<file path="config.mk">
export PLATFORM = sky130hd
export DESIGN_NAME = handshake_sender
export DESIGN_NICKNAME = d
export VERILOG_FILES = /design/src/rtl/handshake_sender.sv
export SDC_FILE = /design/constraint.sdc
export NUM_CORES = 1
export LEC_CHECK = 0
export BUFFER_PORTS_ARGS = -buffer_cell sky130_fd_sc_hd__buf_2
export CORE_UTILIZATION = 51
export DETAILED_ROUTE_END_ITERATION = 12
export GPL_TIMING_DRIVEN = 0
export HOLD_SLACK_MARGIN = 0.1
export MAX_ROUTING_LAYER = met4
export PLACE_DENSITY = 0.76
export SETUP_SLACK_MARGIN = 0.3
export SYNTH_ARGS = -nofsm -noshare
export SYNTH_HDL_FRONTEND = slang
export SYNTH_SLANG_ARGS = --single-unit
export TNS_END_PERCENT = 100
</file>
<file path="constraint.sdc">
create_clock -name clk -period 1.95 [get_ports clk]
set_clock_uncertainty 0.1 [all_clocks]
set_input_delay 0.0975 -clock clk [delete_from_list [all_inputs] [get_ports clk]]
set_output_delay 0.0975 -clock clk [all_outputs]
set_load 0.005 [all_outputs]
</file>
<file path="src/rtl/handshake_sender.sv">
// Transmit end of an 8-bit valid/ready bus.
// A start pulse launches a transfer of NUM_BEATS beats with values
// START_VAL, START_VAL+INC, ... (wrapping).
// Ports:
//   clk, rst_n        clock, asynchronous active-low reset
//   start_i           begin a transfer (honoured in IDLE and DONE)
//   random_stall      suppress presenting a new beat this cycle
//   ready_i           receiver backpressure
//   valid_o, data_o   beat handshake and payload
//   busy_o, done_o    state flags (SEND / DONE)
//   beat_cnt_o        accepted beats in the current transfer
//   checksum_o        sum of accepted beats, modulo 2^DATA_W
module handshake_sender #(
    parameter int unsigned          DATA_W    = 8,
    parameter int unsigned          NUM_BEATS = 16,
    parameter logic [DATA_W-1:0]    START_VAL = '0,
    parameter int unsigned          INC       = 1
) (
    input  logic              clk,
    input  logic              rst_n,
    input  logic              start_i,
    input  logic              random_stall,
    input  logic              ready_i,
    output logic              valid_o,
    output logic [DATA_W-1:0] data_o,
    output logic              busy_o,
    output logic              done_o,
    output logic [7:0]        beat_cnt_o,
    output logic [DATA_W-1:0] checksum_o
);

    localparam int unsigned       CNT_W  = 8;
    localparam logic [CNT_W-1:0]  LAST   = CNT_W'(NUM_BEATS - 1);
    localparam logic [DATA_W-1:0] INC_V  = DATA_W'(INC);

    typedef enum logic [1:0] {
        IDLE = 2'd0,
        SEND = 2'd1,
        DONE = 2'd2
    } state_e;

    state_e              state_q, state_d;
    logic                valid_q, valid_d;
    logic [DATA_W-1:0]   data_q, data_d;
    logic                busy_q, busy_d;
    logic                done_q, done_d;
    logic [CNT_W-1:0]    cnt_q, cnt_d;
    logic [DATA_W-1:0]   sum_q, sum_d;
    logic [DATA_W-1:0]   next_q, next_d;

    // State and output registers
    always_ff @(posedge clk or negedge rst_n) begin
        if (!rst_n) begin
            state_q <= IDLE;
            valid_q <= 1'b0;
            data_q  <= '0;
            busy_q  <= 1'b0;
            done_q  <= 1'b0;
            cnt_q   <= '0;
            sum_q   <= '0;
            next_q  <= '0;
        end else begin
            state_q <= state_d;
            valid_q <= valid_d;
            data_q  <= data_d;
            busy_q  <= busy_d;
            done_q  <= done_d;
            cnt_q   <= cnt_d;
            sum_q   <= sum_d;
            next_q  <= next_d;
        end
    end

    // Next-state and next-output logic
    always_comb begin
        state_d = state_q;
        valid_d = valid_q;
        data_d  = data_q;
        cnt_d   = cnt_q;
        sum_d   = sum_q;
        next_d  = next_q;

        case (state_q)
            IDLE, DONE: begin
                if (start_i) begin
                    state_d = SEND;
                    valid_d = 1'b0;
                    cnt_d   = '0;
                    sum_d   = '0;
                    next_d  = START_VAL;
                end
            end
            SEND: begin
                if (!valid_q) begin
                    if (!random_stall) begin
                        valid_d = 1'b1;
                        data_d  = next_q;
                    end
                end else if (ready_i) begin
                    // Beat accepted this edge
                    cnt_d  = cnt_q + CNT_W'(1);
                    sum_d  = sum_q + data_q;
                    next_d = data_q + INC_V;
                    if (cnt_q == LAST) begin
                        state_d = DONE;
                        valid_d = 1'b0;
                    end else if (!random_stall) begin
                        data_d = data_q + INC_V;
                    end else begin
                        valid_d = 1'b0;
                    end
                end
                // valid_q && !ready_i: hold everything (stall ignored)
            end
            default: begin
                state_d = IDLE;
                valid_d = 1'b0;
            end
        endcase

        // Flags track the state being entered so they line up with it
        busy_d = (state_d == SEND);
        done_d = (state_d == DONE);
    end

    assign valid_o    = valid_q;
    assign data_o     = data_q;
    assign busy_o     = busy_q;
    assign done_o     = done_q;
    assign beat_cnt_o = cnt_q;
    assign checksum_o = sum_q;

endmodule
</file>
## After elaboration in Yosys (flattened, before gate mapping)

Cells that the tools add are included.

| storage, ports and cells | value |
|---|---|
| bits in registers | 37 |
| output and inout port bits | 27 |
| word-level logic and storage cells | 54 |

| cells by class | value |
|---|---|
| add/sub/neg operators | 3 |
| equality and inequality tests | 12 |
| multiplexer cells | 26 |
| reduce and logical (&&, ||, !) cells | 5 |

Operators by type and width:

| kind | number |
|---|---|
| $mux 8 | 12 |
| $pmux 8 s2 | 3 |
| $add 8x1->8 const B | 2 |
| $ne 2x2->1 const B | 5 |
| $add 8x8->8 | 1 |
| $eq 8x4->1 const B | 1 |
| $mux 2 | 4 |
| $mux 1 | 5 |
| $reduce_and 5->1 | 1 |
| $eq 2x1->1 const B | 2 |
| $eq 2x2->1 const B | 2 |
| $pmux 2 s2 | 1 |
| $reduce_and 4->1 | 1 |
| $ne 3x2->1 const B | 1 |
| $logic_not 2->1 | 1 |
| $ne 2x1->1 const B | 1 |
| $pmux 1 s2 | 1 |
| $reduce_bool 2->1 | 1 |
| $reduce_or 2->1 | 1 |

## Depth between registers and ports, before layout

Gate-level depths: netlist of the first run.

| logic depth | value |
|---|---|
| word-level depth | 6 |
| gate-level depth with buffers | 7 |
| gate-level depth less buffers | 7 |

## Worst setup path after synthesis of the first run

No wires, ideal clock.

| timing | value |
|---|---|
| path kind | flip-flop to flip-flop |
| start | register data_q[0], in the netlist data_o[0] |
| end | register sum_q[6], in the netlist checksum_o[6] |
| library setup time | 135 ps |
| arrival | 1,837 ps |
| data required time | 1,715 ps |
| slack | -121 ps |
| cell stages (with the launch flop) | 8 |
| buffers on the path | 0 |
| cell sequence | dfrtp_1 > ha_1 > fa_1 > a211oi_1 > o21bai_1 > a21oi_1 > xor2_1 > o31ai_1 |

| between the ends | value |
|---|---|
| word-level cells in the longest chain between the ends | 4 |

RTL lines:

| what | RTL line | text |
|---|---|---|
| start, declared | 44 | `logic [DATA_W-1:0] data_q, data_d;` |
| start signal, assigned | 65 | `data_q <= data_d;` |
| $add 8x8->8 | 102 | `sum_d = sum_q + data_q;` |
| $mux 8 | 99 | `end else if (ready_i) begin` |
| $mux 8 | 94 | `if (!valid_q) begin` |
| $pmux 8 s2 | 83 | `case (state_q)` |
| end signal, assigned | 69 | `sum_q <= sum_d;` |
| end, declared | 48 | `logic [DATA_W-1:0] sum_q, sum_d;` |

No other way between the ends. The select of a mux whose other input is x is not followed.
A chain may end at the register's enable or synchronous reset.

## Worst setup path after layout of the first run

| timing | value |
|---|---|
| start | register data_q[2], in the netlist data_o[2] |
| end | register sum_q[7], in the netlist checksum_o[7] |

Same word-level chain as after synthesis.

==> run metrics, run 1 <==
crit path max fanout 5; met3 Track Usage GR 6.77%; leading cell type by number of instances after synthesis dfrtp_1; post-DP HPWL 3.22 mm; die area 4250 um2; number of buffers added on ports 31; max_cap viols 0; worst-skew pair later-pin latency 0.29 ns; largest cells by area after synthesis dfrtp_1, nand2_1, ha_1; drt initial violations 134; Vias/cell approximately 5.8; TritonCTS clock tree done; vias in the first global route 1751; share of layout cells above drive strength 1 41.4%; Mapped Nets 229; Yosys cell types 37; Cells on Worst Hold Path 3; met1 usage in global routing between 30% and 40%; CP Class reg2reg; worst vdd ir 0.000888 V; RSZ-0062 raised after global routing true; post-route ant nets 0; Final Hold Fails 0; WL final approximately 5.5 mm; status finished with violations; total core area 3740 um2; failing checks negative setup slack; fmax 0.504 GHz; Slew Viols, Final 0; CP Data Arrival Time 2.09 ns; Synth Instances between 200 and 250; Yosys warning total 0; DRC viols 0; Cell Area, Synth slightly above 2000 um2; grt total ovfl 0; Final WS setup -0.0331 ns; largest net degree at the start of global routing 38; DIE HEIGHT around 65 um; Starting Density 54.3%; Worst Max-Slew Pin Slew 0.834 ns; GR Layer Usage met2 approximately two fifths; initial antenna violation count 0; critical path launch point type register; PD cells 1770 nW/um2; EDFF count, synth 0; Total GRT Usage between 20 and 30%; Area Growth Syn to Fin 43.7%; R2R cell count 6; DR vias 1892; average wire per standard cell approximately 17 um; gr busiest metal met2; Post-synth ARST share 100%; fin crit share 102%; clock sinks 37; area leader, netlist dfrtp_1; Setup TNS -0.0608 ns; Post-synth top cells dfrtp_1, nand2_1, o21ai_0; Std-Cell Rows 22; number of diodes 0; Slew HR between 40 and 50%; Avg Cell Area, Syn between 9 and 10 um2; Nets 294; number of endpoints failing setup at the final stage 2; fin crit period 1.98 ns; Die W 65.2 um; CTS root buf clkbuf_8; first-pass GRT wire length 8.36 mm; H-tree depth 2; DR pass1 iterations 4; Worst EP required 2.06 ns; Synth Flop Type dfrtp_1; post-layout instance area 2920 um2; CTS buffer count 5; register area share after synthesis 45.5%; DP Area 2310 um2; pre-CTS setup slack -0.128 ns; type of the worst min-delay path in2reg; I/O pin cnt 32; Leak 1.31 nW; fill cell count between 200 and 300; Synth top area share 45.5%; Crit. End Element register; CTS Buffer Depth 2; Synth Register Bits 37; R2R setup slack -0.03 ns; gp weighted congestion 0.870; Reg clk slew, reported paths 0.08 ns
[worst paths after layout]
check | from | end
max | data_o[2]$_DFFE_PN0P_ | checksum_o[7]$_DFFE_PN0P_
min | ready_i | next_q[6]$_DFFE_PN0P_
max reg2reg | data_o[2]$_DFFE_PN0P_ | checksum_o[7]$_DFFE_PN0P_
min reg2reg | next_q[0]$_DFFE_PN0P_ | next_q[0]$_DFFE_PN0P_
max in group asynchronous | rst_n | checksum_o[1]$_DFFE_PN0P_
min in group asynchronous | rst_n | checksum_o[5]$_DFFE_PN0P_
[metal layers]
| metal | up-vias | wire length (um) |
|---|---|---|
| li1 | 899 | - |
| met1 | 929 | 2480 |
| met2 | 52 | 2680 |
| met3 | 12 | 253 |
| met4 | 0 | 96 |
| met5 | - | 0 |
[worst max-delay path, stage by stage (launching register included)]
cell      delay [ns]
dfrtp_1         0.44
ha_4            0.33
o21ai_2         0.08
o211ai_1        0.24
a21oi_1         0.12
or4_1           0.48
o211ai_1        0.10
[per-stage QoR]
step                util [%]  power (mW)  cells  hold WS [ns]
floorplan                  -        2.98    214        -0.298
global placement        61.8        3.55    293         0.153
detailed placement      61.8        3.63    293         0.148
CTS                     71.7        4.65    319         0.229
global route            78.1        5.54    328         0.200
finish                  78.1        5.16    328         0.176
[report_power, final]
| part | switching, mW | internal, mW | leakage [nW] | total [mW] |
|---|---|---|---|---|
| clock network | 0.279 | 0.289 | 0.0455 | 0.567 |
| logic | 1.59 | 1.58 | 0.822 | 3.17 |
| registers | 0.334 | 1.09 | 0.446 | 1.42 |
| total | 2.20 | 2.96 | 1.31 | 5.16 |
[sequential cells by signal (all words and copies together) (netlist names)]
name and cells:
beat_cnt_o 8, checksum_o 8, data_o 8, next_q 8, state_q 2, busy_o 1, done_o 1, valid_o 1
[repair_timing]
item | 4_1_cts | 5_1_grt
hold endpoints to repair | 42 | 0
hold buffers | 4 | 0
pin swaps | 13 | 16
gates resized for setup | 35 | 48
cloned | 1 | 0
setup buffers | 13 | 9
setup endpoints to repair | 29 | 35
[area by class of cell]
cell class	instances	area (um2)	share of cell area [%]
Tap cell	48	60.1	2.05
Buffer	12	114	3.89
Timing Repair Buffer	58	399	13.7
Sequential cell	37	932	31.9
Multi-Input combinational cell	163	1320	45.1
Inverter	2	11.3	0.385
Clock buffer	8	90.1	3.08
[cells in the final DEF (no fill, tap or decap), types with 9 or more instances in the layout]
cell / count
buf_2: 31
buf_4: 18
dfrtp_1: 32
nand2_1: 30
nor2_1: 12
o31ai_1: 9
xor2_1: 10
[cells by family after synthesis]
| family | after synthesis | synth area share (%) |
|---|---|---|
| AO/OA/AOI/OAI | 61 | 20.2 |
| XOR/XNOR | 15 | 6.46 |
| adder cells (fa/ha/maj) | 10 | 6.52 |
| buffers and inverters | 14 | 3.20 |
| flip-flops | 37 | 45.5 |
| multiplexers | 1 | 0.492 |
| AND/OR/NAND/NOR | 76 | 17.6 |
(Power assumes the default switching activity.)
==> run 2, diff against run 1 <==
==> constraint.sdc (replaced) <==
create_clock -name clk -period 1.95 [get_ports clk]
set_clock_uncertainty 0.1 [all_clocks]
set_input_delay 0.39 -clock clk [delete_from_list [all_inputs] [get_ports clk]]
set_output_delay 0.39 -clock clk [all_outputs]
set_load 0.005 [all_outputs]
==> run 2 against run 1 <==
The flow still finishes with violations (negative setup slack). Largest cell class unchanged. Cell count is 1.2% lower. Utilization decreased by 1.1 points. Worst setup slack got worse by 0.0016 ns. Sequential power is essentially flat. Routed wire length decreased by 1.6%. Clock power is essentially flat. Power is essentially flat. Fmax about the same. Non-clock buffer count is 4 lower. Count of clock-buffer cells in the layout did not move. Register-to-register slack about the same. Sequential cell count unchanged.
==> run metrics, run 2 (synthesis gave the netlist of run 1 again) <==
crit path max fanout 5; M1 WL 2.48 mm; vias in the first global route between 1500 and 2000; grt total ovfl 0; Reg clk slew, reported paths 0.07 ns; WL final 5.42 mm; critical path launch point type register; WL met3 223 um; Slew Viols, Final 0; R2R Path Start data_o[2]$_DFFE_PN0P_; CTS root buf clkbuf_8; gp weighted congestion 0.870; TritonCTS clock tree done; worst vdd ir 0.000893 V; status finished with violations; drt initial violations 132; Core Util, Final 77.0%; CP Class reg2reg; leading cell types in the layout, fill and taps excluded dfrtp_1, buf_2, nand2_1; hold_buf cts 0; Setup TNS -0.0681 ns; max_cap viols 0; PD cells about 1800 nW/um2; max layer used met4; R2R cell count 6; Nets 290; Total GRT Usage between 20% and 30%; H-tree depth 2; fin crit share 102%; DRC viols 0; CTS Buffer Depth 2; final cell count without fillers roughly 320; fin crit period just under 2 ns; Slew HR 44.6%; post-route ant nets 0; DR pass1 iterations 5; average wire per standard cell 16.7 um; die area 4250 um2; Die W ~65 um; number of diodes 0; first-pass GRT wire length approximately 8 mm; DR vias 1874; number of endpoints failing setup at the final stage 2; Final WS setup -0.0347 ns; worst-skew pair later-pin latency 0.29 ns; Leak roughly 1.3 nW; share of layout cells above drive strength 1 about 42%; Post-Place Cells 293; RSZ-0062 raised after global routing true; Final Hold Fails 0; Vias/cell just under 6; type of the worst min-delay path in2async; clock sinks 37; I/O pin cnt 32; CP Data Arrival Time 2.09 ns; worst hold slack 0.0906 ns; Area Growth Syn to Fin 41.8%; number of buffers added on ports 31; CTS buffer count 5; initial antenna violation count 0; commonest non-fill, non-tap cell in the layout dfrtp_1; failing checks negative setup slack; Reg-to-Reg End checksum_o[7]$_DFFE_PN0P_; DIE HEIGHT between 60 and 70 um; Worst EP required between 2 and 2.5 ns; power after layout 5.16 mW; Starting Density 54.3%; fmax 0.504 GHz; total core area 3740 um2; Met2 Wirelength 2.60 mm; R2R setup slack -0.03 ns; Std-Cell Rows 22; Worst Max-Slew Pin Slew just over 0.8 ns; post-DP HPWL 3.22 mm; largest net degree at the start of global routing 38; Crit. End Element register
## run 2: layout make-up
type	instances	area, um2
buffer	12	114
clock buffer	8	90.1
fill	265	860
inverter	2	11.3
multi-input combinational	163	1320
sequential	37	932
tap	48	60.1
timing repair buffer	54	359
## run 2: what timing repair did
action | in CTS | in global routing
gates resized for setup | 35 | 48
pin swaps | 13 | 16
buffers inserted | 13 | 9
gates cloned | 1 | 0
endpoints found under the setup margin | 29 | 35
## run 2: power by group
group	internal [mW]	switching [mW]	leakage, nW
combinational	1.58	1.59	0.805
sequential	1.09	0.338	0.446
clock	0.288	0.276	0.0455
## run 2: critical path, cell delays in order, from the launching register on
cell	delay, ns
dfrtp_1	0.44
ha_4	0.33
o21ai_2	0.08
o211ai_1	0.24
a21oi_1	0.12
or4_1	0.48
o211ai_1	0.10
## run 2: worst max-delay path by stage
| stage | from | cells past startpoint | end | slack [ns] |
|---|---|---|---|---|
| final | data_o[2]$_DFFE_PN0P_ | 6 | checksum_o[7]$_DFFE_PN0P_ | -0.03 |
| after global routing | data_o[0]$_DFFE_PN0P_ | 7 | checksum_o[6]$_DFFE_PN0P_ | -0.12 |
| after CTS | data_o[0]$_DFFE_PN0P_ | 7 | checksum_o[6]$_DFFE_PN0P_ | -0.03 |
| after detailed placement | data_o[5]$_DFFE_PN0P_ | 6 | checksum_o[7]$_DFFE_PN0P_ | -0.13 |
| after global placement | data_o[5]$_DFFE_PN0P_ | 6 | checksum_o[7]$_DFFE_PN0P_ | -0.1 |
| after floorplan | data_o[0]$_DFFE_PN0P_ | 7 | checksum_o[6]$_DFFE_PN0P_ | 0.08 |
## run 2: routing by layer
| layer | GRT usage, % | up-vias |
|---|---|---|
| met5 | - | - |
| met4 | 8.15 | 0 |
| met3 | 6.77 | 14 |
| met2 | 40.5 | 57 |
| met1 | 36.1 | 914 |
| li1 | - | 889 |
## run 2: per-stage QoR
stage / instance area [um2] / setup WS (ns)
2_1_floorplan: 2100 / 0.0814
3_3_place_gp: 2310 / -0.0960
3_5_place_dp: 2310 / -0.128
4_1_cts: 2640 / -0.0250
5_1_grt: 2880 / -0.115
6_report: 2880 / -0.0347
